$ cat config.mk
export PLATFORM = sky130hd
export DESIGN_NAME = vendo_change_dispenser_flat
export DESIGN_NICKNAME = d
export VERILOG_FILES = /design/src/rtl/vendo_change_dispenser_if.sv /design/src/rtl/vendo_change_dispenser.sv /design/src/flat_wrapper.sv
export SDC_FILE = /design/constraint.sdc
export NUM_CORES = 1
export LEC_CHECK = 0
export CORE_MARGIN = 5
export CORE_UTILIZATION = 38
export CTS_CLUSTER_SIZE = 10
export DETAILED_ROUTE_END_ITERATION = 10
export HOLD_SLACK_MARGIN = 0.05
export PLACE_DENSITY = 0.65
export SLEW_MARGIN = 0
export SYNTH_ARGS = -nofsm -noshare
export SYNTH_HDL_FRONTEND = slang
export SYNTH_SLANG_ARGS = --single-unit
$ cat constraint.sdc
create_clock -name clk -period 2.1 [get_ports clk]
set_clock_uncertainty 0.2 [all_clocks]
set_input_delay 0.21 -clock clk [delete_from_list [all_inputs] [get_ports clk]]
set_output_delay 0.21 -clock clk [all_outputs]
set_load 0.02 [all_outputs]
$ cat src/rtl/vendo_change_dispenser_if.sv
// Request and hopper signals between the vending controller, the change dispenser and the coin hopper.
// With VENDO_HOPPER_EMPTY_EN defined, the hopper also reports an empty 5p tube.
interface vendo_change_dispenser_if #(
    parameter int AMT_W = 4
);
    logic             req_valid;
    logic [AMT_W-1:0] req_amt;
    logic             req_ready;
    logic             coin_ack;
    logic             eject1;
    logic             eject5;
`ifdef VENDO_HOPPER_EMPTY_EN
    logic             hopper5_empty;

    modport master (
        output req_valid, req_amt, coin_ack, hopper5_empty,
        input  req_ready, eject1, eject5
    );

    modport slave (
        input  req_valid, req_amt, coin_ack, hopper5_empty,
        output req_ready, eject1, eject5
    );
`else
    modport master (
        output req_valid, req_amt, coin_ack,
        input  req_ready, eject1, eject5
    );

    modport slave (
        input  req_valid, req_amt, coin_ack,
        output req_ready, eject1, eject5
    );
`endif
endinterface

$ cat src/rtl/vendo_change_dispenser.sv
// Change payout: pays a peso amount with 5p/1p hopper eject pulses, waiting for a drop ack per coin.
// Optional VENDO_HOPPER_EMPTY_EN forces 1p coins while the hopper reports its 5p tube empty.
module vendo_change_dispenser #(
    parameter int AMT_W     = 4,
    parameter int PULSE_LEN = 2,
    parameter int TIMEOUT   = 255
) (
    input  logic                    clk,
    input  logic                    rst,
    vendo_change_dispenser_if.slave bus,
    input  logic                    clr_fault,
    output logic                    busy,
    output logic                    done,
    output logic                    fault,
    output logic [AMT_W-1:0]        remaining,
    output logic [2:0]              cstate
);
    localparam logic [2:0] S_IDLE   = 3'b000;
    localparam logic [2:0] S_SELECT = 3'b001;
    localparam logic [2:0] S_EJECT  = 3'b010;
    localparam logic [2:0] S_WAIT   = 3'b011;
    localparam logic [2:0] S_DONE   = 3'b100;
    localparam logic [2:0] S_FAULT  = 3'b101;

    localparam int PW = (PULSE_LEN > 1) ? $clog2(PULSE_LEN) : 1;
    localparam int TW = (TIMEOUT > 1) ? $clog2(TIMEOUT) : 1;

    logic [2:0]       state;
    logic             coin5;
    logic [PW-1:0]    pcnt;
    logic [TW-1:0]    timer;
    logic [AMT_W-1:0] coin_val;
    logic             take5;

    assign coin_val = coin5 ? AMT_W'(5) : AMT_W'(1);

    always_comb begin
        take5 = (remaining >= AMT_W'(5));
`ifdef VENDO_HOPPER_EMPTY_EN
        if (bus.hopper5_empty) take5 = 1'b0;
`endif
    end

    always_ff @(posedge clk or negedge rst) begin
        if (!rst) begin
            state     <= S_IDLE;
            remaining <= '0;
            coin5     <= 1'b0;
            pcnt      <= '0;
            timer     <= '0;
        end else begin
            case (state)
                S_IDLE: begin
                    if (bus.req_valid) begin
                        remaining <= bus.req_amt;
                        state     <= (bus.req_amt == '0) ? S_DONE : S_SELECT;
                    end
                end
                S_SELECT: begin
                    coin5 <= take5;
                    pcnt  <= '0;
                    state <= S_EJECT;
                end
                S_EJECT: begin
                    if (pcnt == PW'(PULSE_LEN - 1)) begin
                        timer <= '0;
                        state <= S_WAIT;
                    end else begin
                        pcnt <= pcnt + PW'(1);
                    end
                end
                S_WAIT: begin
                    // an ack on the timeout cycle still counts as a paid coin
                    if (bus.coin_ack) begin
                        remaining <= remaining - coin_val;
                        state     <= (remaining == coin_val) ? S_DONE : S_SELECT;
                    end else if (timer == TW'(TIMEOUT - 1)) begin
                        state <= S_FAULT;
                    end else begin
                        timer <= timer + TW'(1);
                    end
                end
                S_DONE: begin
                    remaining <= '0;
                    state     <= S_IDLE;
                end
                S_FAULT: begin
                    if (clr_fault) begin
                        remaining <= '0;
                        state     <= S_IDLE;
                    end
                end
                default: state <= S_IDLE;
            endcase
        end
    end

    assign bus.req_ready = (state == S_IDLE);
    assign bus.eject5    = (state == S_EJECT) && coin5;
    assign bus.eject1    = (state == S_EJECT) && !coin5;
    assign busy          = (state != S_IDLE) && (state != S_FAULT);
    assign done          = (state == S_DONE);
    assign fault         = (state == S_FAULT);
    assign cstate        = state;
endmodule

$ cat src/flat_wrapper.sv
// flat-port wrapper written by rule: the top's interface ports become plain ports
module vendo_change_dispenser_flat 
#(
    parameter int AMT_W     = 4,
    parameter int PULSE_LEN = 2,
    parameter int TIMEOUT   = 255
)
  (clk, rst, clr_fault, busy, done, fault, remaining, cstate, bus_req_valid, bus_req_amt, bus_coin_ack, bus_req_ready, bus_eject1, bus_eject5);
  vendo_change_dispenser_if #(.AMT_W(AMT_W)) bus_i ();
  input  logic clk;
  input  logic rst;
  input  logic clr_fault;
  output logic busy;
  output logic done;
  output logic fault;
  output logic [AMT_W-1:0] remaining;
  output logic [2:0] cstate;
  input wire logic [$bits(bus_i.req_valid)-1:0] bus_req_valid;
  input wire logic [$bits(bus_i.req_amt)-1:0] bus_req_amt;
  input wire logic [$bits(bus_i.coin_ack)-1:0] bus_coin_ack;
  output wire logic [$bits(bus_i.req_ready)-1:0] bus_req_ready;
  output wire logic [$bits(bus_i.eject1)-1:0] bus_eject1;
  output wire logic [$bits(bus_i.eject5)-1:0] bus_eject5;
  assign bus_i.req_valid = bus_req_valid;
  assign bus_i.req_amt = bus_req_amt;
  assign bus_i.coin_ack = bus_coin_ack;
  assign bus_req_ready = bus_i.req_ready;
  assign bus_eject1 = bus_i.eject1;
  assign bus_eject5 = bus_i.eject5;
  vendo_change_dispenser #(.AMT_W(AMT_W), .PULSE_LEN(PULSE_LEN), .TIMEOUT(TIMEOUT)) u_core (.clk(clk), .rst(rst), .bus(bus_i), .clr_fault(clr_fault), .busy(busy), .done(done), .fault(fault), .remaining(remaining), .cstate(cstate));
endmodule
Yosys cells after proc, flatten, opt, wreduce, memory -nomap -nowiden
Cells that the tools add are included.
{ "classes": {"n_lt_le_gt_ge": 1, "muxes": 19, "reduce_logical": 13, "add_sub_neg": 3, "n_eq_ne": 15} }
{ "op_table": {"columns": ["cell", "n"], "rows": [
  ["$mux W3", 8],
  ["$mux W8", 3],
  ["$pmux W4 S4", 1],
  ["$pmux W8 S2", 1],
  ["$pmux W3 S5", 1],
  ["$mux W4", 3],
  ["$reduce_and A4 Y1", 3],
  ["$ne A2 B2 Y1 const B", 5],
  ["$add A8 B1 Y8 const B", 1],
  ["$eq A8 B8 Y1 const B", 1],
  ["$eq A3 B2 Y1 const B", 2],
  ["$eq A3 B3 Y1 const B", 2],
  ["$eq A4 B4 Y1", 1],
  ["$ge A4 B3 Y1 const B", 1],
  ["$logic_not A4 Y1", 1],
  ["$reduce_bool A2 Y1", 2],
  ["$reduce_bool A4 Y1", 1],
  ["$sub A4 B4 Y4", 1],
  ["$eq A3 B1 Y1 const B", 1],
  ["$logic_and A1 B1 Y1", 3],
  ["$logic_not A3 Y1", 1],
  ["$ne A3 B2 Y1 const B", 1],
  ["$ne A3 B3 Y1 const B", 1],
  ["$reduce_bool A3 Y1", 1],
  ["5 further kinds", 5]
]} }
{ "word_totals": {"regBits": 17} }

Logic depth before layout (Yosys ltp)
{ "depth": {"ltp_word": 5, "ltp_mapped": 7} }

Least setup slack after synthesis
OpenSTA, ideal clock, no wires.
{ "synth_timing": {"path_kind": "register to register", "start": "reg u_core.state[1] (netlist: u_core.cstate[1])", "end": "reg u_core.state[2] (netlist: u_core.cstate[2])", "t_required_ps": 1799, "synth_period_minus_slack_ps": 1977, "stages_incl_launch_ff": 5, "arrival_time_ps": 1676, "path_buffers": 1, "setup_time_ps": 101, "path_slack_ps": 123, "path_cell_list": "dfrtp_1 buf_2 nor3_1 a21oi_1 o32ai_1"} }
{ "synth_via": {"elab_chain_len": 3} }
{ "synth_rtl": {"columns": ["item", "line_no", "source"], "rows": [
  ["start, declared", "vendo_change_dispenser.sv:28", "logic [2:0] state;"],
  ["start signal, assigned", "vendo_change_dispenser.sv:56", "state <= (bus.req_amt == '0) ? S_DONE : S_SELECT;"],
  ["start signal, assigned", "vendo_change_dispenser.sv:76", "state <= (remaining == coin_val) ? S_DONE : S_SELECT;"],
  ["$logic_not A3 Y1 (*)", null, null],
  ["via bus_req_ready", "flat_wrapper.sv:21", "output wire logic [$bits(bus_i.req_ready)-1:0] bus_req_ready;"],
  ["$ne A2 B2 Y1 (no line)", null, null],
  ["$reduce_and A4 Y1 (no line)", null, null]
]} }
The timed path passes the listed nets; every way through them passes the cells marked *.
A chain may end at the register's enable or synchronous reset.

Worst setup path after layout
{ "layout_timing": {"start": "reg u_core.state[1] (netlist: u_core.cstate[1])", "end": "out cstate[1]"} }
{ "layout_rtl": {"columns": ["item", "line_no", "source"], "rows": [
  ["end, declared", "flat_wrapper.sv:17", "output logic [2:0] cstate;"]
]} }
No word-level cell between the ends.

==> summary.txt <==
Post-Layout Cell Count: 182
clock slew at reported path FFs: 0.11 ns
die height: 63.3 um
first-pass GRT wire length: 4490 um
vias in the first global route: 962
Crit path required time: 1.69 ns
Period Utilization, post-route: 95.7%
RSZ-0062 raised after global routing: yes
Die Width: 63.3 um
Post-DP HPWL: 1940 um
Post-Route Utilization: 51.0%
worst endpoint data arrival time: 1.60 ns
Iter 0 DRT Violations: 28
Remaining DRCs: 0
Vias/cell: 5.60
number of max-cap violations: 0
port bufs: 21
I/O pin count: 22
yosys warns: 0
CTS tree: built
cell row count: 19
final WL: 2540 um
CP Launch Type: flop
Synth cell types: 40
GRT Overall Usage: 13.6%
Post-Syn Nets: 135
Slew @ Worst Pin: 0.430 ns
Crit Path Class: reg2out
Skew-Pair Late Insertion Delay: 0.29 ns
ant diodes: 0
GR Overflow Total: 0
design area: 1400 um2
worst-path fanout max: 10
final setup violation count: 0
kind of end point of the critical path: output pin
H-tree levels: 1
CTS Sinks: 17
Final Wtd Congestion: 0.876
CTS Buf Count: 3
setup TNS: 0 ns
Syn-to-layout area delta: 29.2%
#FFs+latches synth: 17
flop2flop setup slack: 0.11 ns
post-layout minimum cycle time: 2.01 ns
starting density of the core: 39.5%
core area: 2730 um2
largest net degree at the start of global routing: 18
Avg Cell Area, Syn: 8.92 um2
CTS root buffer: clkbuf_4
mapped cell area: 1080 um2
leakage dissipation: 0.621 nW
share of cells above drive strength 1: 12.6%
Post-layout nets: 166
Via Count: 1019
post-synthesis sequential area ratio: 39.4%
dpl cells: 175
status: complete, no violations
Max-Slew Margin vs Limit: 71.1%
class of the worst hold path: in2reg
Final Hold Viols: 0
Power, Total: 1.97 mW
fmax: 497 MHz
Cell Pwr Density: 1410 nW/um2
Peak VDD IR: 0.822 mV
Gate Count Post-Synth: 121
DP Area: 1350 um2
initial antenna violation count: 0
Clock Path Buffers: 2
Routed Antenna Nets: 0
DIE AREA: 4010 um2
Final Max Tran Viols: 0
DR pass1 iterations: 4
Avg WL per Cell: 14.0 um
worst paths after layout:
| kind | start | to | cells past startpoint |
|---|---|---|---|
| max | u_core.cstate[1] | cstate[1] | 2 |
| min | bus_req_amt[0] | u_core.remaining[0] | 3 |
| min reg2reg | u_core.timer[3] | u_core.timer[3] | 1 |
| max in group asynchronous | rst | u_core.cstate[2] | 3 |
| min in group asynchronous | rst | u_core.timer[2] | 3 |
| max reg2reg | u_core.cstate[1] | u_core.timer[7] | 5 |
layout make-up:
type                            instances  area [um2]
Fill cell                             257        1340
Multi-Input combinational cell         92         598
Clock buffer                            3        22.5
Tap cell                               31        38.8
Clock inverter                          1        5.00
Timing Repair Buffer                   30         273
Inverter                                8        30.0
Sequential cell                        17         428
metal layers:
| metal | wire length (um) | up-vias | track usage [%] |
|---|---|---|---|
| met5 | 0 | - | 0 |
| met4 | 27 | 0 | 5.45 |
| met3 | 106 | 2 | 2.31 |
| met2 | 1090 | 27 | 19.6 |
| met1 | 1320 | 481 | 20.0 |
| li1 | - | 509 | - |
worst max-delay path, cell delays in order (launching register included):
cell,delay (ns)
dfrtp_1,0.49
buf_4,0.21
clkdlybuf4s50_1,0.61
synthesized netlist by cell type:
library cell   n  area [um2]
dfrtp_1       17         425
nand2_1        9        33.8
nor2_1         9        33.8
a21oi_1        8        40.0
inv_1          8        30.0
o21ai_0        8        40.0
nand3_1        7        35.0
ha_1           5        62.6
and3_1         4        25.0
nand2b_1       4        25.0
o211ai_1       4        30.0
o31ai_1        3        22.5
a311oi_1       2        17.5
buf_2          2        10.0
nand3b_1       2        15.0
nand4_1        2        12.5
nor3_1         2        10.0
or4_1          2        15.0
xor2_1         2        17.5
a211oi_1       1        7.51
a211oi_2       1        12.5
a31oi_1        1        6.26
a41oi_1        1        8.76
and2_1         1        6.26
and4b_1        1        10.0
and4bb_2       1        12.5
buf_4          1        7.51
buf_6          1        11.3
mux2_2         1        11.3
nor2b_1        1        6.26
nor3b_1        1        7.51
nor4_1         1        6.26
nor4b_1        1        8.76
o21a_1         1        7.51
o21ai_2        1        8.76
o21bai_1       1        7.51
o221ai_1       1        8.76
o32ai_1        1        8.76
or3_1          1        6.26
xnor2_1        1        8.76
cell usage in the layout, fill, tap and decap left out, drive strengths merged, types with 3 or more instances in the layout:
master,n
dfrtp,17
clkdlybuf4s50,15
nand2,9
nor2,9
o21ai,9
inv,8
a21oi,8
buf,8
nand3,7
dlygate4sd2,6
ha,5
nand2b,4
and3,4
o211ai,4
o31ai,3
clkbuf,3
repair_timing:
action / 4_1_cts / 5_1_grt
setup endpoints to repair: 6 / 1
setup buffers: 0 / 2
gates resized for setup: 9 / 0
endpoints found under the hold margin: 17 / 0
hold buffers: 1 / 0
registers in the layout, indices dropped and copies added, names as in the netlist:
| signal | flops |
|---|---|
| u_core.coin5 | 1 |
| u_core.cstate | 3 |
| u_core.pcnt | 1 |
| u_core.remaining | 4 |
| u_core.timer | 8 |
where the power goes:
part | total (mW) | internal (mW) | switching, mW
Clock | 0.181 | 0.0708 | 0.111
Combinational | 1.17 | 0.538 | 0.635
Sequential | 0.615 | 0.448 | 0.166
Total | 1.97 | 1.06 | 0.911
per-stage QoR:
step	setup slack [ns]	hold WS, ns
final	0.0895	0.328
after floorplan	0.123	-0.286
after detailed placement	0.0577	0.322
after CTS	0.0786	0.321
after global routing	-0.00702	0.315
after global placement	0.107	0.307
kinds of logic after synthesis:
logic type | after synthesis | synth area share [%]
simple gates | 49 | 24.9
compound gates | 34 | 21.0
flops | 17 | 39.4
buf+inv | 12 | 5.45
fa+ha+maj | 5 | 5.79
xor+xnor | 3 | 2.43
mux | 1 | 1.04
Note: power is estimated with default switching activity, not from simulation.
==> RTL edit: new RTL, same settings <==
`TIMEOUT` is set to 255 in 2 places; all go to 510.
--- a/src/rtl/vendo_change_dispenser.sv
+++ b/src/rtl/vendo_change_dispenser.sv
@@ -4,5 +4,5 @@
     parameter int AMT_W     = 4,
     parameter int PULSE_LEN = 2,
-    parameter int TIMEOUT   = 255
+    parameter int TIMEOUT   = 510
 ) (
     input  logic                    clk,
--- a/src/flat_wrapper.sv
+++ b/src/flat_wrapper.sv
@@ -4,5 +4,5 @@
     parameter int AMT_W     = 4,
     parameter int PULSE_LEN = 2,
-    parameter int TIMEOUT   = 255
+    parameter int TIMEOUT   = 510
 )
   (clk, rst, clr_fault, busy, done, fault, remaining, cstate, bus_req_valid, bus_req_amt, bus_coin_ack, bus_req_ready, bus_eject1, bus_eject5);
Check against the original RTL: no difference found for any inputs over 10 cycles, from zero or initial values and one cycle with rst low; that may be too few to reach the edited logic, so the function may still have changed.
==> RTL edit against the unedited design <==
Worst setup slack better by 70 ps. Routed wire length is 3.9% higher. Synthesized area grew 12%. Power grew 5.9%. Register-to-register slack improved by 110 ps. Fmax rose by 3.6%. Combinational power increased by 10%. Final area up 7.9%. Sequential cell count up 1. Die area rose by 9.8%.
==> RTL edit: results (changes against the unedited design) <==
** Run status
- Result of the run :: finished, final reports clean (unchanged)

** Hold path
- Worst hold endpoint :: u_core.remaining[0] (unchanged)
- The number of cells on the worst hold path was 3 (unchanged).

** Synthesis
- Yosys cell types :: 44 (was 40)
- The post-synthesis xor/xnor area fraction came to 0.01452 (was 0.02433).
- Post-Syn Nets :: 144 (was 135)
- Most instantiated cells after synthesis: dfrtp_1 (18), nor2_1 (13), nand2_1 (11) (was dfrtp_1 (17), nand2_1 (9), nor2_1 (9)).
- Biggest area contributors in the synthesized netlist: dfrtp_1 (37%), ha_1 (5.2%), nor2_1 (4.0%), nand2_1 (3.4%), nand3_1 (3.3%) (was dfrtp_1 (39%), ha_1 (5.8%), a21oi_1 (3.7%), o21ai_0 (3.7%), nand3_1 (3.2%)).
- Synthesized-area fraction occupied by ao, oa, aoi and oai cells :: 0.2324 (was 0.2097)
- Adder-cell share of the synthesized area :: 0.05187 (was 0.05794)
- YS warnings :: 0 (unchanged)
- Share of the yosys chip area belonging to registers :: 0.3734 (was 0.3940)
- The multiplexer share of the synthesized area was 0.008299 (was 0.01043).

** GRT
- The global-route wire length before repair was 4678 um (was 4485 um).
- The global-route usage over all layers was 0.1362 (was 0.1363).
- The maximum number of pins on one net before global-route repair came to 19 (was 18).
- Number of global-route vias before repair :: 1058 (was 962)

** Final layout
- The flip-flop count of the largest register, all copies and words added came to 9 (was 8).
- Proportion of layout cells with a drive suffix above 1 :: 0.1772 (was 0.1258)
- The number of nets in the finished design was 173 (was 166).

** Worst setup path
- Stage delay of the slowest cell on the critical path :: 390 ps (was 610 ps)
- Reg2reg setup slack :: 220 ps (was 110 ps)
- The worst reg2reg path endpoint was u_core.cstate[2] (was u_core.timer[7]).
- The highest net fanout along the worst path was 14 (was 10).
- The slowest cell on the critical path was dfrtp_1 (was clkdlybuf4s50_1).
- CP Data Arrival Time :: 1530 ps (was 1600 ps)
- Start of the worst register-to-register path :: u_core.timer[1] (was u_core.cstate[1])
- The cell count of the worst reg-to-reg path is 6 (was 5).

** Clock tree
- # H-tree levels :: 1 (unchanged)
- Clock Pin Slew Worst Setup and Hold Paths :: 110 ps (about the same)
- The clock network latency to the later pin of the worst-skew pair was 290 ps (about the same).

** Placement
- The estimated wirelength of the detail-placed design came to 2029 um (was 1938 um).
- The weighted congestion at the end of routability-driven global placement is 0.7959 (was 0.8763).

** Drt
- The overall routed net length was 2642 um (was 2543 um).
- The DRC violation count after routing was 0 (unchanged).
- Starting DRT DRC Count :: 56 (was 28)
- The number of search-and-repair iterations in the first detailed-routing pass was 2 (was 4).
- Drt via density :: 5.213 (was 5.599)

** Pwr
- Leakage component of the power :: 0.6948 nW (was 0.6213 nW)
- Worst vdd rail ir drop :: 0.7202 mV (was 0.8217 mV)

** Timing
- The relative slew slack came to 0.7177 (was 0.7110).
- Total negative slack :: 0 ps (unchanged)
==> RTL edit: worst max-delay path: cells and delay by family (launching register included) <==
kind                   cells  cell delay [ps]
and+or+nand+nor            2              250
buffers and inverters      3              590
DFF                        1              390
==> RTL edit: cells by family (layout without fill, tap and decap cells) <==
family | after synthesis | count (layout)
AOI/OAI and AO/OA | 38 | 38
xor gates and xnor gates | 2 | 2
adders and majority gates | 5 | 5
buffers and inverters | 11 | 39
DFF | 18 | 18
muxes | 1 | 1
and+or+nand+nor | 55 | 55
==> RTL edit: what timing repair did <==
action                                 in CTS  in global routing
endpoints found under the hold margin      18                  0
setup endpoints to repair                   6                  2
hold buffers                                1                  0
resized for setup                           7                  4
==> RTL edit: metal layers <==
layer  wire length (um)  up-vias  GRT usage  part of all wire
met5                  0        -          0                 0
met4                 29        0    0.05076             0.011
met3                 58        4    0.02551             0.022
met2               1221       18     0.2230              0.46
met1               1332      495     0.1762              0.50
li1                   -      536          -                 -
==> RTL edit: how the worst max path moves through the flow <==
stage	start	end	slack (ps)	cells after the start
6_report	u_core.cstate[1]	busy	160	5
5_1_grt	u_core.cstate[1]	busy	6	5
4_1_cts	u_core.cstate[0]	bus_eject5	20	3
3_5_place_dp	u_core.cstate[0]	bus_eject5	90	3
3_3_place_gp	u_core.cstate[0]	bus_eject5	110	3
2_1_floorplan	u_core.cstate[0]	busy	180	3
==> RTL edit: final cells by class <==
cell class / count / area [sq um]
Multi-Input combinational cell: 101 / 683.2
Sequential cell: 18 / 450.4
Fill cell: 318 / 1548
Clock buffer: 4 / 36.28
Inverter: 6 / 22.52
Timing Repair Buffer: 29 / 257.7
Tap cell: 44 / 55.05
==> RTL edit: power breakdown <==
part           switching [mW]  total [mW]  internal [mW]  leakage, nW
Combinational           0.726        1.29          0.562        0.444
Clock                   0.111       0.217          0.106       0.0210
Sequential              0.116       0.579          0.463        0.230
==> RTL edit: per-stage QoR <==
| stage | util | hold WS, ps | std cells | instance area [sq um] | setup slack, ps |
|---|---|---|---|---|---|
| after detailed placement | 0.4811 | 330.9 | 197 | 1469 | 92.64 |
| after floorplan | - | -285.6 | 130 | 1206 | 179.0 |
| after CTS | 0.4955 | 288.1 | 202 | 1513 | 21.06 |
| after global placement | 0.4811 | 330.7 | 197 | 1469 | 114.3 |
| after global routing | 0.4930 | 292.0 | 202 | 1505 | 6.128 |
| final | 0.4930 | 298.9 | 202 | 1505 | 159.1 |
